[src/rtl/pipe_reg_id_ie_skid.sv]
// rtl/pipe_reg_id_ie_skid.sv - decode-to-execute pipeline register with 2-entry skid buffer
module pipe_reg_id_ie_skid #(
    parameter int DATA_W = 45,
    parameter int CTRL_W = 4,
    parameter int CNT_W  = 16
) (
    input  logic              clk_in,
    input  logic              rst_in,
    input  logic              in_valid,
    output logic              in_ready,
    input  logic [DATA_W-1:0] in_data,
    input  logic [CTRL_W-1:0] in_ctrl,
    input  logic              flush,
    output logic              out_valid,
    input  logic              out_ready,
    output logic [DATA_W-1:0] out_data,
    output logic [CTRL_W-1:0] out_ctrl,
    output logic [CNT_W-1:0]  stall_cnt
);

    // State encoding doubles as {skid_v, main_v}.
    typedef enum logic [1:0] {
        EMPTY = 2'b00,
        ONE   = 2'b01,
        FULL  = 2'b11
    } state_t;

    state_t            state;
    logic [DATA_W-1:0] main_data;
    logic [CTRL_W-1:0] main_ctrl;
    logic [DATA_W-1:0] skid_data;
    logic [CTRL_W-1:0] skid_ctrl;
    logic              main_v;
    logic              skid_v;
    logic              accept;

    assign main_v    = (state == ONE) || (state == FULL);
    assign skid_v    = (state == FULL);
    assign in_ready  = !skid_v;
    assign accept    = in_valid && in_ready;
    assign out_valid = main_v;
    assign out_data  = main_data;
    // Side-effecting control bits must never leak out of a bubble.
    assign out_ctrl  = main_v ? main_ctrl : '0;

    always_ff @(posedge clk_in or posedge rst_in) begin
        if (rst_in) begin
            state     <= EMPTY;
            main_data <= '0;
            main_ctrl <= '0;
            skid_data <= '0;
            skid_ctrl <= '0;
            stall_cnt <= '0;
        end else begin
            if (flush) begin
                state <= EMPTY;
            end else begin
                case (state)
                    EMPTY: begin
                        if (accept) begin
                            main_data <= in_data;
                            main_ctrl <= in_ctrl;
                            state     <= ONE;
                        end
                    end
                    ONE: begin
                        if (accept && out_ready) begin
                            main_data <= in_data;
                            main_ctrl <= in_ctrl;
                        end else if (accept) begin
                            skid_data <= in_data;
                            skid_ctrl <= in_ctrl;
                            state     <= FULL;
                        end else if (out_ready) begin
                            state <= EMPTY;
                        end
                    end
                    FULL: begin
                        if (out_ready) begin
                            main_data <= skid_data;
                            main_ctrl <= skid_ctrl;
                            state     <= ONE;
                        end
                    end
                    default: state <= EMPTY;
                endcase
            end

            // Counts independently of flush; only reset clears it.
            if (main_v && !out_ready && (stall_cnt != {CNT_W{1'b1}})) begin
                stall_cnt <= stall_cnt + 1'b1;
            end
        end
    end

endmodule

[config.mk]
export PLATFORM = sky130hd
export DESIGN_NAME = pipe_reg_id_ie_skid
export DESIGN_NICKNAME = d
export VERILOG_FILES = /design/src/rtl/pipe_reg_id_ie_skid.sv
export SDC_FILE = /design/constraint.sdc
export NUM_CORES = 1
export LEC_CHECK = 0
export ABC_AREA = 1
export CAP_MARGIN = 15
export CORE_MARGIN = 3
export CORE_UTILIZATION = 43
export DETAILED_ROUTE_END_ITERATION = 8
export PLACE_DENSITY = 0.72
export SLEW_MARGIN = 5
export SYNTH_ARGS = -nofsm -noshare
export SYNTH_HDL_FRONTEND = slang
export SYNTH_SLANG_ARGS = --single-unit
[constraint.sdc]
create_clock -name clk_in -period 5.29 [get_ports clk_in]
set_input_delay 1.058 -clock clk_in [delete_from_list [all_inputs] [get_ports clk_in]]
set_output_delay 1.058 -clock clk_in [all_outputs]
set_load 0.02 [all_outputs]
=== Yosys cells after proc, flatten, opt, wreduce, memory -nomap -nowiden ===
Index checks and enable logic that the tools add are counted.

* Add/subtract/negate cells: 1
* $mul: 0
* Div/mod/pow operators: 0
* Magnitude comparators: 0
* Equality and inequality tests: 10
* Shift operators: 0
* Multiplexer cells: 16
* Bitwise gates (word level): 2
* Reductions and logical operators: 12

{| class="wikitable"
|+ Operators by type and width
! operator !! number
|-
| two-way mux 45 bit || 3
|-
| one-hot mux 45 bit (3 select lines) || 1
|-
| adder 16 x 1 -> 16 bit (second input constant) || 1
|-
| two-way mux 4 bit || 4
|-
| != test 16 bit (second input constant) || 1
|-
| two-way mux 2 bit || 6
|-
| one-hot mux 4 bit (3 select lines) || 1
|-
| != test 3 bit (second input constant) || 3
|-
| AND reduction 4 bit || 2
|-
| one-hot mux 2 bit (3 select lines) || 1
|-
| AND reduction 5 bit || 1
|-
| logical AND 1 bit || 4
|-
| != test 2 bit (second input constant) || 2
|-
| != test 4 bit (second input constant) || 1
|-
| nonzero test 3 bit || 1
|-
| == test 2 x 1 -> 1 bit (second input constant) || 1
|-
| == test 2 bit (second input constant) || 1
|-
| zero test 1 bit || 2
|-
| zero test 2 bit || 1
|-
| != test 2 x 1 -> 1 bit (second input constant) || 1
|-
| NOT 1 bit || 2
|-
| logical OR 1 bit || 1
|}

* Register bits: 116
* Latch bits: 0
* Memory bits (writable): 0
* ROM bits: 0
* Output and inout port bits: 67
* Logic and storage cells: 47
* Memories kept: 0

=== Logic depth before layout (Yosys ltp) ===
* Depth after elaboration: 7
* Gate-level depth with buffers: 10
* Gate-level depth less buffers: 9

=== Worst setup path before layout ===
No wires, ideal clock.

* Kind: reg-to-output
* Start point: register state[1]
* End point: output out_ctrl[0]
* Arrival: 1.097 ns
* Data required time: 4.232 ns
* Setup slack: 3.135 ns
* Stages on the path, launching flop included: 5
* Buffers on the path: 0
* Cell sequence: dfrtp_1 > inv_1 > ha_1 > nor2_2 > nor2_1

* Cells in the longest elaborated chain, start to end: 3

{| class="wikitable"
|+ Ends and longest elaborated chain
! element !! RTL line !! source
|-
| start, declared || 28 || <nowiki>state_t state;</nowiki>
|-
| start signal, assigned || 48 || <nowiki>state <= EMPTY;</nowiki>
|-
| start signal, assigned || 56 || <nowiki>state <= EMPTY;</nowiki>
|-
| start signal, assigned || 63 || <nowiki>state <= ONE;</nowiki>
|-
| == test 2 x 1 -> 1 bit / == test 2 bit (equally long branches) || 37 || <nowiki>assign main_v = (state == ONE) || (state == FULL);</nowiki>
|-
| logical OR 1 bit (*) || 37 ||
|-
| two-way mux 4 bit (*) || 44 || <nowiki>assign out_ctrl = main_v ? main_ctrl : '0;</nowiki>
|-
| end, declared || 17 || <nowiki>output logic [CTRL_W-1:0] out_ctrl,</nowiki>
|}

Every way passes the cells marked *; elsewhere a longest branch is shown, timed or not.

=== Worst setup path in the final report ===
* Start point: register state[1]
* End point: output out_valid

* Cells in the longest elaborated chain, start to end: 2

{| class="wikitable"
|+ Ends and longest elaborated chain
! element !! RTL line !! source
|-
| == test 2 x 1 -> 1 bit / == test 2 bit (equally long branches) || 37 ||
|-
| logical OR 1 bit (*) || 37 ||
|-
| end, declared || 14 || <nowiki>output logic out_valid,</nowiki>
|}

Marked as above.

==> results.ini <==
[clocking]
post_cts_buffers = 0
clk_path_buf_depth = 2
htreeDepth = 4
cts_resized = 0
root_buffer = clkbuf_16
clkSlewWorstSetupHoldPaths_ps = 60
cts.sinks = 116
insertion_delay_ps = 400
cts_tree = done
hold_buffers = 0
cts_made_buffers = 17

[timing]
setup_viol = 0
min_period_ps = 3140
hold_viol_final = 0
slew_headroom = 0.329
setup_tns_ps = 0
finalCritPeriodShare = 0.594
drv_slew = 0
rsz0062_at_grt = false
max_freq_mhz = 318
tightestPinTransition_ps = 1010
clock_skew_ps = 12.5

[die]
ios = 121
die_x_um = 118
core-area_mm2 = 0.0122
die_h_um = 118
die_area_mm2 = 0.0139
start_util = 0.444
num_rows = 40

[power_and_ir_drop]
vdd_ir_drop_max_v = 0.000358
leakagePower_nw = 3.51
power_density_mw_per_mm2 = 552

[routing]
ant_nets = 0
wire_per_inst_um = 12.8
viasPerCell = 4.83
drc = 0
drtIter0Drc = 294
routed_wl_um = 12300
vias = 4621
dr.pass1.iters = 5

[synthesis]
async_flop_share = 1.00
syn_area_mm2 = 0.00540
synthFlopType = dfrtp_1
ys_types = 26
ys_ff_latch = 116
synthCells = 665
avgSynthCellArea_um2 = 8.12
yosys_warnings = 0
synth-edff-count = 0
postSynthNetCount = 725
yosysSeqAreaShare = 0.537

[layout]
finalInstanceArea_mm2 = 0.00724
syn2layout_area_growth_pct = 34.1
final_util = 0.596
fillers = 1073
post_route_cells_drive_above_1_share = 0.0647
diodes = 0
final_nets = 835

[global_routing]
grt_pass1_vias = 4364
gr-total-overflow = 0
grt_max_degree = 101
antenna_found_initial = 0
grt_pass1_wl_um = 20800
grt_usage = 0.180

[setup_path]
startpoint_type = flip-flop
crit_type = flip-flop to primary output
cp.arrival_ps = 2080
required_ps = 4230
worstSetupEndpointType = primary output
cp_max_fo = 6

[status]
status = complete, no violations

[placed_design]
placed_area_mm2 = 0.00665
post-dp-hpwl_um = 8030
gp_congestion = 0.826
numPortBuffers = 120

[flow_run]
drv_cap = 0

[hold_path]
hold_class = flip-flop to flip-flop

cells in the mapped netlist (4+ instances only):
master,n,area [um^2]
dfrtp_1,116,2900
clkbuf_1,12,45.0
buf_6,7,78.8
o21ai_1,41,205
nor2_2,4,25.0
xor2_1,4,35.0
inv_1,72,270
o21ai_0,114,571
buf_2,10,50.1
nand2_1,224,841
nand3_1,10,50.1
ha_1,6,75.1
nor2_1,21,78.8
per-layer routing:
layer | vias up | global-route usage | wire length (um)
met3 | 4 | 0.0485 | 680
met2 | 115 | 0.279 | 5830
met5 | - | 0 | 0
met1 | 2177 | 0.249 | 5690
li1 | 2325 | - | -
met4 | 0 | 0.0513 | 59
state kept, by name (all words and copies together), names as in the netlist:
signal and flops:
main_ctrl 4, out_data 45, skid_ctrl 4, skid_data 45, stall_cnt 16, state 2
critical path, cell delays in order, from the launching register on:
cell	delay [ps]
dfrtp_1	390
inv_1	100
ha_1	260
nor2_2	260
inv_1	110
clkdlybuf4s50_1	560
cell type report:
type	instances	area (um^2)	area share
Timing Repair Buffer	123	1220	0.169
Clock inverter	14	153	0.0211
Tap cell	168	210	0.0290
Clock buffer	18	439	0.0606
Inverter	73	277	0.0382
Multi-Input combinational cell	444	2040	0.281
Sequential cell	116	2900	0.401
path summary, 6_finish.rpt:
check,slack [ps],from,endpoint,cells past startpoint
min in group asynchronous,1010,rst_in,out_data[31]$_DFFE_PP0P_,2
min,480,skid_data[5]$_DFFE_PP0P_,skid_data[5]$_DFFE_PP0P_,2
min reg2reg,480,skid_data[5]$_DFFE_PP0P_,skid_data[5]$_DFFE_PP0P_,2
max in group asynchronous,3270,rst_in,stall_cnt[12]$_DFFE_PP0P_,3
max,2150,state[1]$_DFFE_PP0P_,out_valid,5
max reg2reg,2780,state[1]$_DFFE_PP0P_,out_data[35]$_DFFE_PP0P_,6
placed cells by master (no fill, tap or decap), types with 2 or more instances in the layout:
cell,instances
nand2_2,3
ha_1,6
nor2_1,21
o21ai_0,114
nand4_1,3
nand2_1,224
inv_2,2
clkinvlp_4,7
nand3b_1,3
clkdlybuf4s50_1,120
a21oi_1,3
o21ai_2,2
dfrtp_1,116
buf_4,3
nor2_2,4
bufinv_16,2
clkbuf_16,17
xor2_1,4
o21ai_1,41
nor2_4,2
inv_6,4
nand3_1,10
inv_1,70
per-stage QoR:
step / setup WS [ps] / cells / total power [mW] / hold slack, ps
floorplan: 1160 / 665 / 2.29 / 448
global placement: 2100 / 924 / 2.82 / 460
detailed placement: 1930 / 924 / 2.88 / 468
CTS: 2150 / 956 / 4.04 / 483
global route: 2010 / 956 / 4.26 / 495
finish: 2150 / 956 / 4.00 / 480
logic make-up after synthesis:
| group | after synthesis | share of synthesized area |
|---|---|---|
| and+or+nand+nor | 273 | 0.206 |
| AOI/OAI and AO/OA | 160 | 0.150 |
| DFF | 116 | 0.537 |
| buffers and inverters | 105 | 0.0855 |
| adders and majority gates | 6 | 0.0139 |
| xor gates and xnor gates | 5 | 0.00811 |
power by group:
part | total (mW) | internal, mW | leakage (nW) | switching, mW
Sequential | 1.52 | 1.28 | 1.47 | 0.246
Clock | 1.13 | 0.710 | 0.268 | 0.421
Combinational | 1.34 | 0.596 | 1.77 | 0.748
Total | 4.00 | 2.58 | 3.51 | 1.41
Note: power is estimated with default switching activity, not from simulation.
